[src/rtl/mem_loader_pkg.sv]
// rtl/mem_loader_pkg.sv - state encoding and word-geometry helper for mem_loader
// Defining MEM_LOADER_CHECKSUM_EN adds the CHECK state for the trailing checksum byte.
package mem_loader_pkg;

`ifdef MEM_LOADER_CHECKSUM_EN
  typedef enum logic [2:0] {S_IDLE, S_COLLECT, S_WRITE, S_CHECK, S_DONE} state_t;
`else
  typedef enum logic [2:0] {S_IDLE, S_COLLECT, S_WRITE, S_DONE} state_t;
`endif

  function automatic int bytes_per_word(input int bw);
    return bw / 8;
  endfunction

endpackage

[src/rtl/byte_packer.sv]
// rtl/byte_packer.sv - little-endian byte-to-word assembler with lane counter
module byte_packer
  import mem_loader_pkg::*;
#(
  parameter int BW = 32
) (
  input  logic          clk,
  input  logic          rst,
  input  logic          clear,
  input  logic          load,
  input  logic [7:0]    data,
  output logic [BW-1:0] word,
  output logic          last_lane
);

  localparam int BPW = bytes_per_word(BW);
  localparam int LW  = (BPW > 1) ? $clog2(BPW) : 1;

  logic [LW-1:0] lane;

  assign last_lane = (lane == LW'(BPW - 1));

  // Lane k of a word lands in bits [8k+7:8k], so the first byte is the LSB.
  always_ff @(posedge clk) begin
    if (rst) begin
      lane <= '0;
      word <= '0;
    end else if (clear) begin
      lane <= '0;
    end else if (load) begin
      lane <= last_lane ? '0 : lane + 1'b1;
      for (int k = 0; k < BPW; k++) begin
        if (lane == LW'(k)) word[8*k +: 8] <= data;
      end
    end
  end

endmodule

[src/rtl/mem_loader.sv]
// rtl/mem_loader.sv - byte stream to word memory loader; MEM_LOADER_CHECKSUM_EN enables
// a trailing 8-bit modular checksum byte and the err flag.
module mem_loader
  import mem_loader_pkg::*;
#(
  parameter int BW = 32,
  parameter int DW = 8
) (
  input  logic          clk,
  input  logic          rst,
  input  logic          start,
  input  logic [DW:0]   len,
  input  logic [7:0]    s_data,
  input  logic          s_valid,
  output logic          s_ready,
  output logic          wr_en,
  output logic [DW-1:0] wr_addr,
  output logic [BW-1:0] wr_data,
  output logic          busy,
  output logic          done,
  output logic          err
);

  state_t        state, state_nx;
  logic [DW-1:0] addr;
  logic [DW:0]   len_q, count, len_sat;
  logic          accept_start, collect_hs, last_word, lane_last;

  // Any count with the top bit set is at least 2**DW, so it saturates to exactly 2**DW.
  assign len_sat      = len[DW] ? {1'b1, {DW{1'b0}}} : len;
  assign accept_start = start && (state == S_IDLE);
  assign collect_hs   = s_valid && s_ready && (state == S_COLLECT);
  assign last_word    = ((count + 1'b1) == len_q);
  assign busy         = (state != S_IDLE);
  assign wr_addr      = addr;

  byte_packer #(.BW(BW)) u_packer (
    .clk       (clk),
    .rst       (rst),
    .clear     (accept_start),
    .load      (collect_hs),
    .data      (s_data),
    .word      (wr_data),
    .last_lane (lane_last)
  );

  always_ff @(posedge clk) begin
    if (rst) state <= S_IDLE;
    else     state <= state_nx;
  end

  always_comb begin
    state_nx = state;
    s_ready  = 1'b0;
    wr_en    = 1'b0;
    done     = 1'b0;
    case (state)
      S_IDLE:    if (start) state_nx = (len == '0) ? S_DONE : S_COLLECT;
      S_COLLECT: begin
        s_ready = 1'b1;
        if (s_valid && lane_last) state_nx = S_WRITE;
      end
      S_WRITE: begin
        wr_en = 1'b1;
`ifdef MEM_LOADER_CHECKSUM_EN
        state_nx = last_word ? S_CHECK : S_COLLECT;
`else
        state_nx = last_word ? S_DONE : S_COLLECT;
`endif
      end
`ifdef MEM_LOADER_CHECKSUM_EN
      S_CHECK: begin
        s_ready = 1'b1;
        if (s_valid) state_nx = S_DONE;
      end
`endif
      S_DONE: begin
        done     = 1'b1;
        state_nx = S_IDLE;
      end
      default: state_nx = S_IDLE;
    endcase
  end

  // The address stops advancing on the final word, so a 2**DW load never wraps.
  always_ff @(posedge clk) begin
    if (rst) begin
      addr  <= '0;
      count <= '0;
      len_q <= '0;
    end else if (accept_start) begin
      addr  <= '0;
      count <= '0;
      len_q <= len_sat;
    end else if (state == S_WRITE) begin
      count <= count + 1'b1;
      if (!last_word) addr <= addr + 1'b1;
    end
  end

`ifdef MEM_LOADER_CHECKSUM_EN
  logic [7:0] sum;

  always_ff @(posedge clk) begin
    if (rst) begin
      sum <= '0;
      err <= 1'b0;
    end else if (accept_start) begin
      sum <= '0;
      err <= 1'b0;
    end else begin
      if (collect_hs) sum <= sum + s_data;
      if (s_valid && s_ready && (state == S_CHECK)) err <= (s_data != sum);
    end
  end
`else
  assign err = 1'b0;
`endif

endmodule

[config.mk]
export PLATFORM = sky130hd
export DESIGN_NAME = mem_loader
export DESIGN_NICKNAME = d
export VERILOG_FILES = /design/src/rtl/mem_loader_pkg.sv /design/src/rtl/byte_packer.sv /design/src/rtl/mem_loader.sv
export SDC_FILE = /design/constraint.sdc
export NUM_CORES = 1
export LEC_CHECK = 0
export CAP_MARGIN = 25
export CORE_MARGIN = 1
export CORE_UTILIZATION = 40
export DETAILED_ROUTE_END_ITERATION = 8
export PLACE_DENSITY = 0.7
export RECOVER_POWER = 25
export REMOVE_ABC_BUFFERS = 1
export SLEW_MARGIN = 5
export SYNTH_ARGS = -nofsm -noshare
export SYNTH_HDL_FRONTEND = slang
export SYNTH_SLANG_ARGS = --single-unit
[constraint.sdc]
create_clock -name clk -period 2.5 [get_ports clk]
set_input_delay 0.375 -clock clk [delete_from_list [all_inputs] [get_ports clk]]
set_output_delay 0.375 -clock clk [all_outputs]
set_load 0.02 [all_outputs]
==> results.py <==
metrics = {
    "placed_design": {
        "dp_slack_ps": 225,
        "port_buffers": 64,
        "gp_congestion": 0.771,
        "hpwl_um": 4770,
    },
    "sta": {
        "max_slew.worst_pin.slew_ps": 1490,
        "setup_viol": 0,
        "hold_viol_final": 0,
        "setup_tns_ps": 0,
        "max_freq_mhz": 429,
        "slew_viol_final": 0,
        "worst_slack_ps": 168,
        "rsz0062_at_grt": "false",
        "fin_crit_sh_pct": 93.3,
        "min_period_ps": 2330,
        "maxSlewHeadroom_pct": 0.530,
        "finClkSkew_ps": 6.69,
    },
    "synth": {
        "syn_area_per_cell_um2": 8.21,
        "synth_edf_count": 0,
        "seq_area_frac_synth_pct": 45.7,
        "synthTopCellsByArea": "dfxtp_1, nand2_1, a21oi_1",
        "synth_mux_area_share_pct": 1.84,
        "synth_cell_types": 43,
        "async_flop_share_pct": 0,
        "synth-compound-area-share_pct": 15.7,
        "synth_fa_ha_area_share_pct": 2.76,
        "synth_area_leader_cell": "dfxtp_1",
        "syn_inst": 331,
        "synth.top_cell.area_share_pct": 45.7,
        "synth-warning-count": 0,
        "ys_ff_latch": 62,
        "synth-xor-area-share_pct": 5.80,
        "synthFlopType": "dfxtp_1",
        "synth_area_mm2": 0.00272,
        "synth_top_family_by_area": "simple AND/OR/NAND/NOR gates",
        "synthSimpleGateAreaFrac_pct": 24.3,
    },
    "critical_path": {
        "rr_worst_depth": 7,
        "start_kind": "flop",
        "crit_path_end_kind": "flop",
        "crit_fanout": 11,
        "crit_buf_inv": 0,
        "crit_family": "compound AO/OA/AOI/OAI gates",
        "crit_type": "flop to flop",
        "path_cells": "ha_1, nand3_2, or3_1, or4b_1, o211ai_2, a2111o_1, o21ai_1",
        "crit_cells": 7,
        "cp.arrival_ps": 2600,
        "slowest_stage": "a2111o_1",
        "worstPathRequired_ps": 2770,
        "max_stage_delay_ps": 440,
    },
    "grt": {
        "antenna_found_initial": 0,
        "first_global_vias": 2305,
        "grt_max_degree": 35,
        "grt_first_pass_wirelength_um": 11000,
        "grt_util_all_layers_pct": 19.5,
        "gr-total-overflow": 0,
    },
    "floorplanning": {
        "die_area_mm2": 0.00713,
        "start_util_pct": 42.1,
        "die_w_um": 84.4,
        "core_area_mm2": 0.00646,
        "io_pins": 66,
        "rows": 29,
        "die_h_um": 84.4,
    },
    "run_status": {
        "violations": "capacitance limit",
        "status": "finished with violations",
    },
    "hold_path": {
        "min_path_cells": 2,
        "hp-class": "flop to flop",
    },
    "clocking": {
        "cts_tree": "yes",
        "cts_buffers": 9,
        "clock_path_buffers": 2,
        "post_cts_resize_count": 0,
        "cts-root-buf": "clkbuf_8",
        "clk_latency_ps": 340,
        "h-tree-depth": 3,
        "cts.sinks": 62,
        "cts_hold_buf": 0,
        "path_clk_slew_ps": 80,
        "cts_setup_buffers": 0,
    },
    "job": {
        "maxCapViolCount": 1,
    },
    "finish": {
        "final_net_count": 422,
        "mostFrequentLayoutCells": "nand2_1, clkdlybuf4s50_1, dfxtp_1",
        "diodes": 0,
        "final_common_cell": "nand2_1",
        "area_growth_pct": 34.0,
        "fin_util_pct": 56.4,
        "drive_above_1_share_pct": 6.75,
    },
    "pwr": {
        "p_per_area_mw_per_mm2": 592,
        "power_leakage_nw": 1.28,
        "total_power_mw": 2.16,
        "vdd_ir_drop_max_mv": 0.442,
    },
    "routing": {
        "wl_per_cell_um": 14.0,
        "vias": 2483,
        "wl_um": 6680,
        "dr.first_iter.drc_count": 94,
        "drc": 0,
        "vias_per_cell": 5.21,
        "ant_nets": 0,
        "first_pass_iters": 4,
    },
}
## report_power, final
group	internal, mW	total [mW]	switching, mW	leakage [nW]
Clock	0.564	0.976	0.412	0.109
Combinational	0.0738	0.168	0.0941	0.665
Sequential	1.00	1.01	0.0105	0.501
## Yosys cell counts (5+ instances only)
cell      count
nand2_1      87
a22o_1        8
a21oi_1      46
mux2i_1       5
ha_1          6
nand2b_1      6
nand3_1      11
dfxtp_1      62
and3_1        7
nor2_1       15
nand4_1       6
clkbuf_1     12
xnor2_1      11
xor2_1        7
## per-layer routing
layer	part of all wire [%]	global-route usage, %	vias to the layer above	wire, um
li1	-	-	1257	-
met1	46	25.1	1184	3060
met2	50	32.0	31	3340
met3	2.5	3.64	11	170
met4	1.6	8.94	0	106
met5	0	0	-	0
## worst reg2reg max path: cells and delay by family (launching register included)
family | cells | cell delay [ps]
AO/OA/AOI/OAI | 3 | 770
adder cells (fa/ha/maj) | 1 | 290
flip-flops | 1 | 430
AND/OR/NAND/NOR | 3 | 760
## flip-flops by register name (all words and copies together) (netlist names)
name / flops
u_packer.word: 32
count: 9
state: 2
u_packer.lane: 2
wr_addr: 8
len_q: 9
## layout make-up
type                    count  area (um^2)
inverters                   5         18.8
repair buffers             71          682
fillers                   585         2820
multi-input cells         246         1380
clock inverters             7         98.8
flip-flops and latches     62         1240
well taps                  77         96.3
clock buffers               9          124
## cells by family (layout without fill, tap and decap cells)
group,Yosys count,in the layout
simple gates,147,147
compound gates,69,69
flops,62,62
buf+inv,23,92
xor+xnor,18,18
fa+ha+maj,6,6
mux,5,5
other cells,1,1
## worst paths after layout
path	start	end	slack (ps)
setup / recovery	count[0]$_SDFFE_PP0P_	wr_addr[5]$_SDFFE_PP0P_	170
hold / removal	u_packer.word[19]$_SDFFE_PP0P_	u_packer.word[19]$_SDFFE_PP0P_	460
setup reg to reg	count[0]$_SDFFE_PP0P_	wr_addr[5]$_SDFFE_PP0P_	170
hold reg to reg	u_packer.word[19]$_SDFFE_PP0P_	u_packer.word[19]$_SDFFE_PP0P_	460
## stage by stage
stage | hold WS (ps) | instances | area, um^2
global placement | 442 | 461 | 3430
finish | 456 | 477 | 3640
floorplan | 442 | 313 | 2640
global route | 474 | 477 | 3640
detailed placement | 446 | 461 | 3430
CTS | 457 | 477 | 3650
(Power assumes the default switching activity.)
